--- src/rtl/sdhci_dat_rx.sv ---
// SD DAT-line block receiver: start-bit detect, 1/4-bit deserialise,
// per-lane CRC16 (poly 0x1021, init 0, MSB first) and end-bit check.
// Handshake: byte_valid_o is a one-cycle strobe qualifying byte_o; there is
// no ready/backpressure, so the block buffer must take every strobed byte.
module sdhci_dat_rx #(
    parameter int unsigned TIMEOUT_CYCLES = 1000000
) (
    input  logic        clk_i,
    input  logic        rst_ni,
    input  logic        start_i,
    input  logic        abort_i,
    input  logic        bus_width_4_i,
    input  logic [11:0] block_len_i,
    input  logic        sample_en_i,
    input  logic [3:0]  dat_i,
    output logic [7:0]  byte_o,
    output logic        byte_valid_o,
    output logic        busy_o,
    output logic        done_o,
    output logic        crc_err_o,
    output logic        end_bit_err_o,
    output logic        timeout_err_o,
    output logic [2:0]  dbg_state_o
);

    localparam int TW = $clog2(TIMEOUT_CYCLES + 1);

    typedef enum logic [2:0] {
        S_IDLE       = 3'd0,
        S_WAIT_START = 3'd1,
        S_DATA       = 3'd2,
        S_CRC        = 3'd3,
        S_END        = 3'd4
    } state_t;

    state_t         state_q, state_d;
    logic           width4_q;
    logic [12:0]    byte_cnt_q;   // bytes still to receive
    logic [2:0]     bit_cnt_q;    // strobes taken within the current byte
    logic [3:0]     crc_cnt_q;
    logic [TW-1:0]  to_cnt_q;
    logic [7:0]     shift_q;
    logic [15:0]    crc_q    [4]; // computed per lane
    logic [15:0]    crc_rx_q [4]; // received per lane

    logic [3:0]     lane_mask;
    logic           start_seen;
    logic           byte_last;
    logic           timeout_hit;
    logic [7:0]     shift_next;
    logic           crc_mismatch;

    function automatic logic [15:0] crc16_next(input logic [15:0] c, input logic b);
        return {c[14:0], 1'b0} ^ (((c[15] ^ b) == 1'b1) ? 16'h1021 : 16'h0000);
    endfunction

    assign lane_mask   = width4_q ? 4'hF : 4'h1;
    assign start_seen  = ((dat_i & lane_mask) == 4'h0);
    assign byte_last   = width4_q ? bit_cnt_q[0] : (bit_cnt_q == 3'd7);
    assign timeout_hit = (to_cnt_q == TW'(TIMEOUT_CYCLES - 1));
    assign shift_next  = width4_q ? {shift_q[3:0], dat_i} : {shift_q[6:0], dat_i[0]};
    assign dbg_state_o = state_q;

    // Compare received against computed CRC on the lanes in use.
    always_comb begin
        crc_mismatch = 1'b0;
        for (int l = 0; l < 4; l++) begin
            if (lane_mask[l] && (crc_rx_q[l] != crc_q[l])) crc_mismatch = 1'b1;
        end
    end

    // State register.
    always_ff @(posedge clk_i or negedge rst_ni) begin
        if (!rst_ni) state_q <= S_IDLE;
        else         state_q <= state_d;
    end

    // Next-state logic; abort wins over everything, only strobes advance.
    always_comb begin
        state_d = state_q;
        if (abort_i) begin
            state_d = S_IDLE;
        end else begin
            case (state_q)
                S_IDLE:       if (start_i) state_d = S_WAIT_START;
                S_WAIT_START: if (sample_en_i) begin
                                  if (start_seen)       state_d = S_DATA;
                                  else if (timeout_hit) state_d = S_IDLE;
                              end
                S_DATA:       if (sample_en_i && byte_last && (byte_cnt_q == 13'd1)) state_d = S_CRC;
                S_CRC:        if (sample_en_i && (crc_cnt_q == 4'd15)) state_d = S_END;
                S_END:        if (sample_en_i) state_d = S_IDLE;
                default:      state_d = S_IDLE;
            endcase
        end
    end

    // Datapath: counters, shift register, CRC lanes, outputs and sticky flags.
    always_ff @(posedge clk_i or negedge rst_ni) begin
        if (!rst_ni) begin
            width4_q      <= 1'b0;
            byte_cnt_q    <= '0;
            bit_cnt_q     <= '0;
            crc_cnt_q     <= '0;
            to_cnt_q      <= '0;
            shift_q       <= '0;
            for (int l = 0; l < 4; l++) begin
                crc_q[l]    <= '0;
                crc_rx_q[l] <= '0;
            end
            byte_o        <= '0;
            byte_valid_o  <= 1'b0;
            busy_o        <= 1'b0;
            done_o        <= 1'b0;
            crc_err_o     <= 1'b0;
            end_bit_err_o <= 1'b0;
            timeout_err_o <= 1'b0;
        end else begin
            byte_valid_o <= 1'b0;
            done_o       <= 1'b0;
            if (abort_i) begin
                busy_o    <= 1'b0;
                bit_cnt_q <= '0;
                shift_q   <= '0;
            end else begin
                case (state_q)
                    S_IDLE: if (start_i) begin
                        width4_q      <= bus_width_4_i;
                        byte_cnt_q    <= (block_len_i == 12'd0) ? 13'd4096 : {1'b0, block_len_i};
                        bit_cnt_q     <= '0;
                        crc_cnt_q     <= '0;
                        to_cnt_q      <= '0;
                        shift_q       <= '0;
                        for (int l = 0; l < 4; l++) begin
                            crc_q[l]    <= '0;
                            crc_rx_q[l] <= '0;
                        end
                        busy_o        <= 1'b1;
                        crc_err_o     <= 1'b0;
                        end_bit_err_o <= 1'b0;
                        timeout_err_o <= 1'b0;
                    end
                    S_WAIT_START: if (sample_en_i && !start_seen) begin
                        if (timeout_hit) begin
                            timeout_err_o <= 1'b1;
                            done_o        <= 1'b1;
                            busy_o        <= 1'b0;
                        end else begin
                            to_cnt_q <= to_cnt_q + TW'(1);
                        end
                    end
                    S_DATA: if (sample_en_i) begin
                        shift_q <= shift_next;
                        for (int l = 0; l < 4; l++) crc_q[l] <= crc16_next(crc_q[l], dat_i[l]);
                        if (byte_last) begin
                            bit_cnt_q    <= '0;
                            byte_o       <= shift_next;
                            byte_valid_o <= 1'b1;
                            byte_cnt_q   <= byte_cnt_q - 13'd1;
                        end else begin
                            bit_cnt_q <= bit_cnt_q + 3'd1;
                        end
                    end
                    S_CRC: if (sample_en_i) begin
                        for (int l = 0; l < 4; l++) crc_rx_q[l] <= {crc_rx_q[l][14:0], dat_i[l]};
                        crc_cnt_q <= crc_cnt_q + 4'd1;
                    end
                    S_END: if (sample_en_i) begin
                        end_bit_err_o <= |(~dat_i & lane_mask);
                        crc_err_o     <= crc_mismatch;
                        done_o        <= 1'b1;
                        busy_o        <= 1'b0;
                    end
                    default: ;
                endcase
            end
        end
    end

endmodule
--- config.mk ---
export PLATFORM = sky130hd
export DESIGN_NAME = sdhci_dat_rx
export DESIGN_NICKNAME = d
export VERILOG_FILES = /design/src/rtl/sdhci_dat_rx.sv
export SDC_FILE = /design/constraint.sdc
export NUM_CORES = 1
export LEC_CHECK = 0
export ABC_AREA = 1
export CAP_MARGIN = 20
export CORE_ASPECT_RATIO = 1.5
export CORE_UTILIZATION = 35
export DETAILED_ROUTE_END_ITERATION = 10
export DONT_BUFFER_PORTS = 1
export SETUP_SLACK_MARGIN = 0.5
export SLEW_MARGIN = 40
export SYNTH_ARGS = -nofsm -noshare
export SYNTH_HDL_FRONTEND = slang
export SYNTH_SLANG_ARGS = --single-unit
--- constraint.sdc ---
create_clock -name clk_i -period 2.12 [get_ports clk_i]
set_input_delay 0.318 -clock clk_i [delete_from_list [all_inputs] [get_ports clk_i]]
set_output_delay 0.318 -clock clk_i [all_outputs]
set_load 0.01 [all_outputs]
==> flow_summary.yaml <==
status:
  run_status: "complete, but fails checks"
  violations: "negative hold slack"
timing:
  whs_ps: -432.5
  fin_ws_ps: 291.8
  max_freq_mhz: 547.0
  fin_skew_ps: 11.74
  tightest_slew_ps: 501.8
  layout_min_cycle_time_ps: 1828
  finalSetupViolations: 0
  setup_tns_ps: 0
  timing.final.crit_share: 0.8624
  grt_setup_unrepaired: "true"
  hold_viol_final: 193
  drv_slew: 0
  relSlewSlack: 0.6619
clock_network:
  cts_htree_levels: 4
  hold_buffers: 1
  cts_buffers: 17
  cts.sinks: 193
  root_buffer: "clkbuf_16"
  cts_tree: "yes"
  clock_latency_ps: 450
  clock_path_buffers: 2
  clkSlewWorstSetupHoldPaths_ps: 70
setup_path:
  cp.arrival_ps: 2160
  cp_cell_sequence: "inv_4 > nand2_4 > a221oi_2 > nand2_4 > inv_8 > buf_12 > buf_12 > clkbuf_16 > o22ai_2"
  critPathMaxStageDelay_ps: 480
  worstReg2RegStart: "dbg_state_o[1]"
  slowest_stage: "dfrtp_2"
  worstSetupStartpointType: "flip-flop"
  path_max_fanout: 6
  cp.required_ps: 2450
  cp-end-kind: "flip-flop"
  r2r_slack_ps: 290
  critPathKind: "flip-flop to flip-flop"
  regToRegEndpoint: "crc_rx_q[37]"
  worst_r2r_path_depth: 9
global_route:
  track_usage: 0.1881
  grt_overflow: 0
  grt_pass1_wl_um: 40420
  antenna_found_initial: 0
  grt_start_max_net_pins: 194
  first_global_vias: 8052
layout:
  drive_above_1_share: 0.2504
  n_antenna_cell: 0
  area_growth_pct: 33.96
  finalNonFillerCells: 1627
  final_cell_area_mm2: 0.01271
  finalNetCount: 1305
logic_synthesis:
  synthTopCellsByCount: "287 x nand2_1, 193 x dfrtp_1, 182 x inv_1"
  yosysSeqAreaShare: 0.5090
  avgSynthCellArea_um2: 8.034
  synth.cell_area_mm2: 0.009488
  yosysWarnings: 0
  synth-main-ff-cell: "dfrtp_1"
  post-synth-top-count-cell: "nand2_1"
  synth.area.top_cells: "dfrtp_1 51%, nand2_1 11%, o22ai_1 7.8%"
  ys_seq_elements: 193
  synth_nets: 1209
  synthArstFlopShare: 1.000
  yosysUniqueCellTypes: 36
  yosysTopAreaCell: "dfrtp_1"
  synth_edf_count: 0
  synth_top_area_share: 0.5090
  syn-instance-count: 1181
routing:
  drc: 0
  post_drt_wl_per_cell_um: 17.77
  drt_iter0_drc: 462
  vias_per_cell: 5.216
  routed_wl_um: 28920
  antenna_left: 0
  via_count: 8487
  drtPass1Iterations: 5
place:
  placed_cell_area_mm2: 0.009968
  dp_hpwl_um: 15260
  dp.cells: 1498
  gp_congestion: 0.9342
  pre_cts_slack_ps: 193.1
  numPortBuffers: 0
die:
  num_rows: 73
  die_w_um: 136.4
  ioPinCount: 39
  core_area_mm2: 0.02658
  initial_utilization: 0.3570
  dieHeight_um: 203.7
  die_area_mm2: 0.02778
power:
  p_per_area_mw_per_mm2: 937.4
  vdd_ir_drop_max_uv: 652.2
  power.leakage_uw: 0.005674
min_path:
  hp-class: "input pin to asynchronous set/reset pin"
run:
  maxCapViolations: 0
-- layer usage --
layer	vias to the layer above	global-route usage	share of wire
li1	4059	-	-
met5	-	0	0
met2	229	0.3459	0.55
met1	4125	0.2104	0.37
met4	0	0.07778	0.042
met3	74	0.03157	0.044
-- worst max path at each step --
stage | start | cells after the start | end | slack, ps
detailed placement | bit_cnt_q[0] | 10 | byte_o[7] | 190
global placement | bit_cnt_q[0] | 10 | byte_o[7] | 270
global route | dbg_state_o[1] | 9 | crc_rx_q[54] | 240
CTS | bit_cnt_q[1] | 11 | byte_cnt_q[10] | 450
finish | dbg_state_o[1] | 9 | crc_rx_q[37] | 290
floorplan | to_cnt_q[0] | 13 | to_cnt_q[9] | 430
-- worst max-delay path, delay by kind of cell, from the launching register on --
kind	cells	cell delay [ps]
buf+inv	5	620
flops	1	480
compound gates	2	430
simple gates	2	190
-- layout make-up --
class	instances	area, um^2
Tap cell	337	421.7
Clock inverter	14	153.9
Timing Repair Buffer	117	1551
Timing Repair inverter	1	11.26
Clock buffer	18	439.2
Sequential cell	193	4842
Fill cell	2348	13870
Multi-Input combinational cell	757	4521
Inverter	190	769.5
-- power by group --
group          switching [uW]  leakage (uW)  internal, uW
Clock                    1520      0.000272          1790
Combinational            2460       0.00275          2000
Sequential                232       0.00265          3920
Total                    4210       0.00567          7700
-- through the flow --
step / utilization / hold slack [ps] / power, uW
global route: 0.4782 / -453.3 / 12350
finish: 0.4782 / -432.5 / 11910
CTS: 0.4224 / -445.5 / 10470
floorplan: - / 22.41 / 5697
global placement: 0.3750 / 28.97 / 6415
detailed placement: 0.3750 / 28.92 / 6429
-- flip-flops by register name (all words and copies together), names as in the netlist --
name	count
shift_q	7
byte_cnt_q	13
width4_q	1
byte_o	8
busy_o	1
crc_err_o	1
crc_q	64
to_cnt_q	20
done_o	1
dbg_state_o	3
end_bit_err_o	1
bit_cnt_q	3
timeout_err_o	1
crc_rx_q	64
crc_cnt_q	4
byte_valid_o	1
-- what timing repair did --
action | CTS | global route
hold endpoints to repair | 194 | 193
gates resized for setup | 70 | 190
cloned | 8 | 20
buffers inserted | 32 | 36
pin swaps | 22 | 30
setup endpoints to repair | 190 | 191
-- cells in the final DEF (no fill, tap or decap), types with 16 or more instances in the layout --
cell type,instances
o21ai_0,35
buf_6,16
o22ai_2,41
nand2_1,258
o21ai_1,30
nor2_1,87
nand4_1,21
buf_4,61
o22ai_1,75
clkbuf_16,30
inv_1,168
nand2_2,22
xor2_1,29
nand3_1,31
dfrtp_1,183
-- kinds of logic after synthesis --
group | share of synthesized area
DFF | 0.5090
adders and majority gates | 0.007912
buffers and inverters | 0.09680
AOI/OAI and AO/OA | 0.1424
xor gates and xnor gates | 0.03416
and+or+nand+nor | 0.2097
Power figures use the tool's default switching activity.
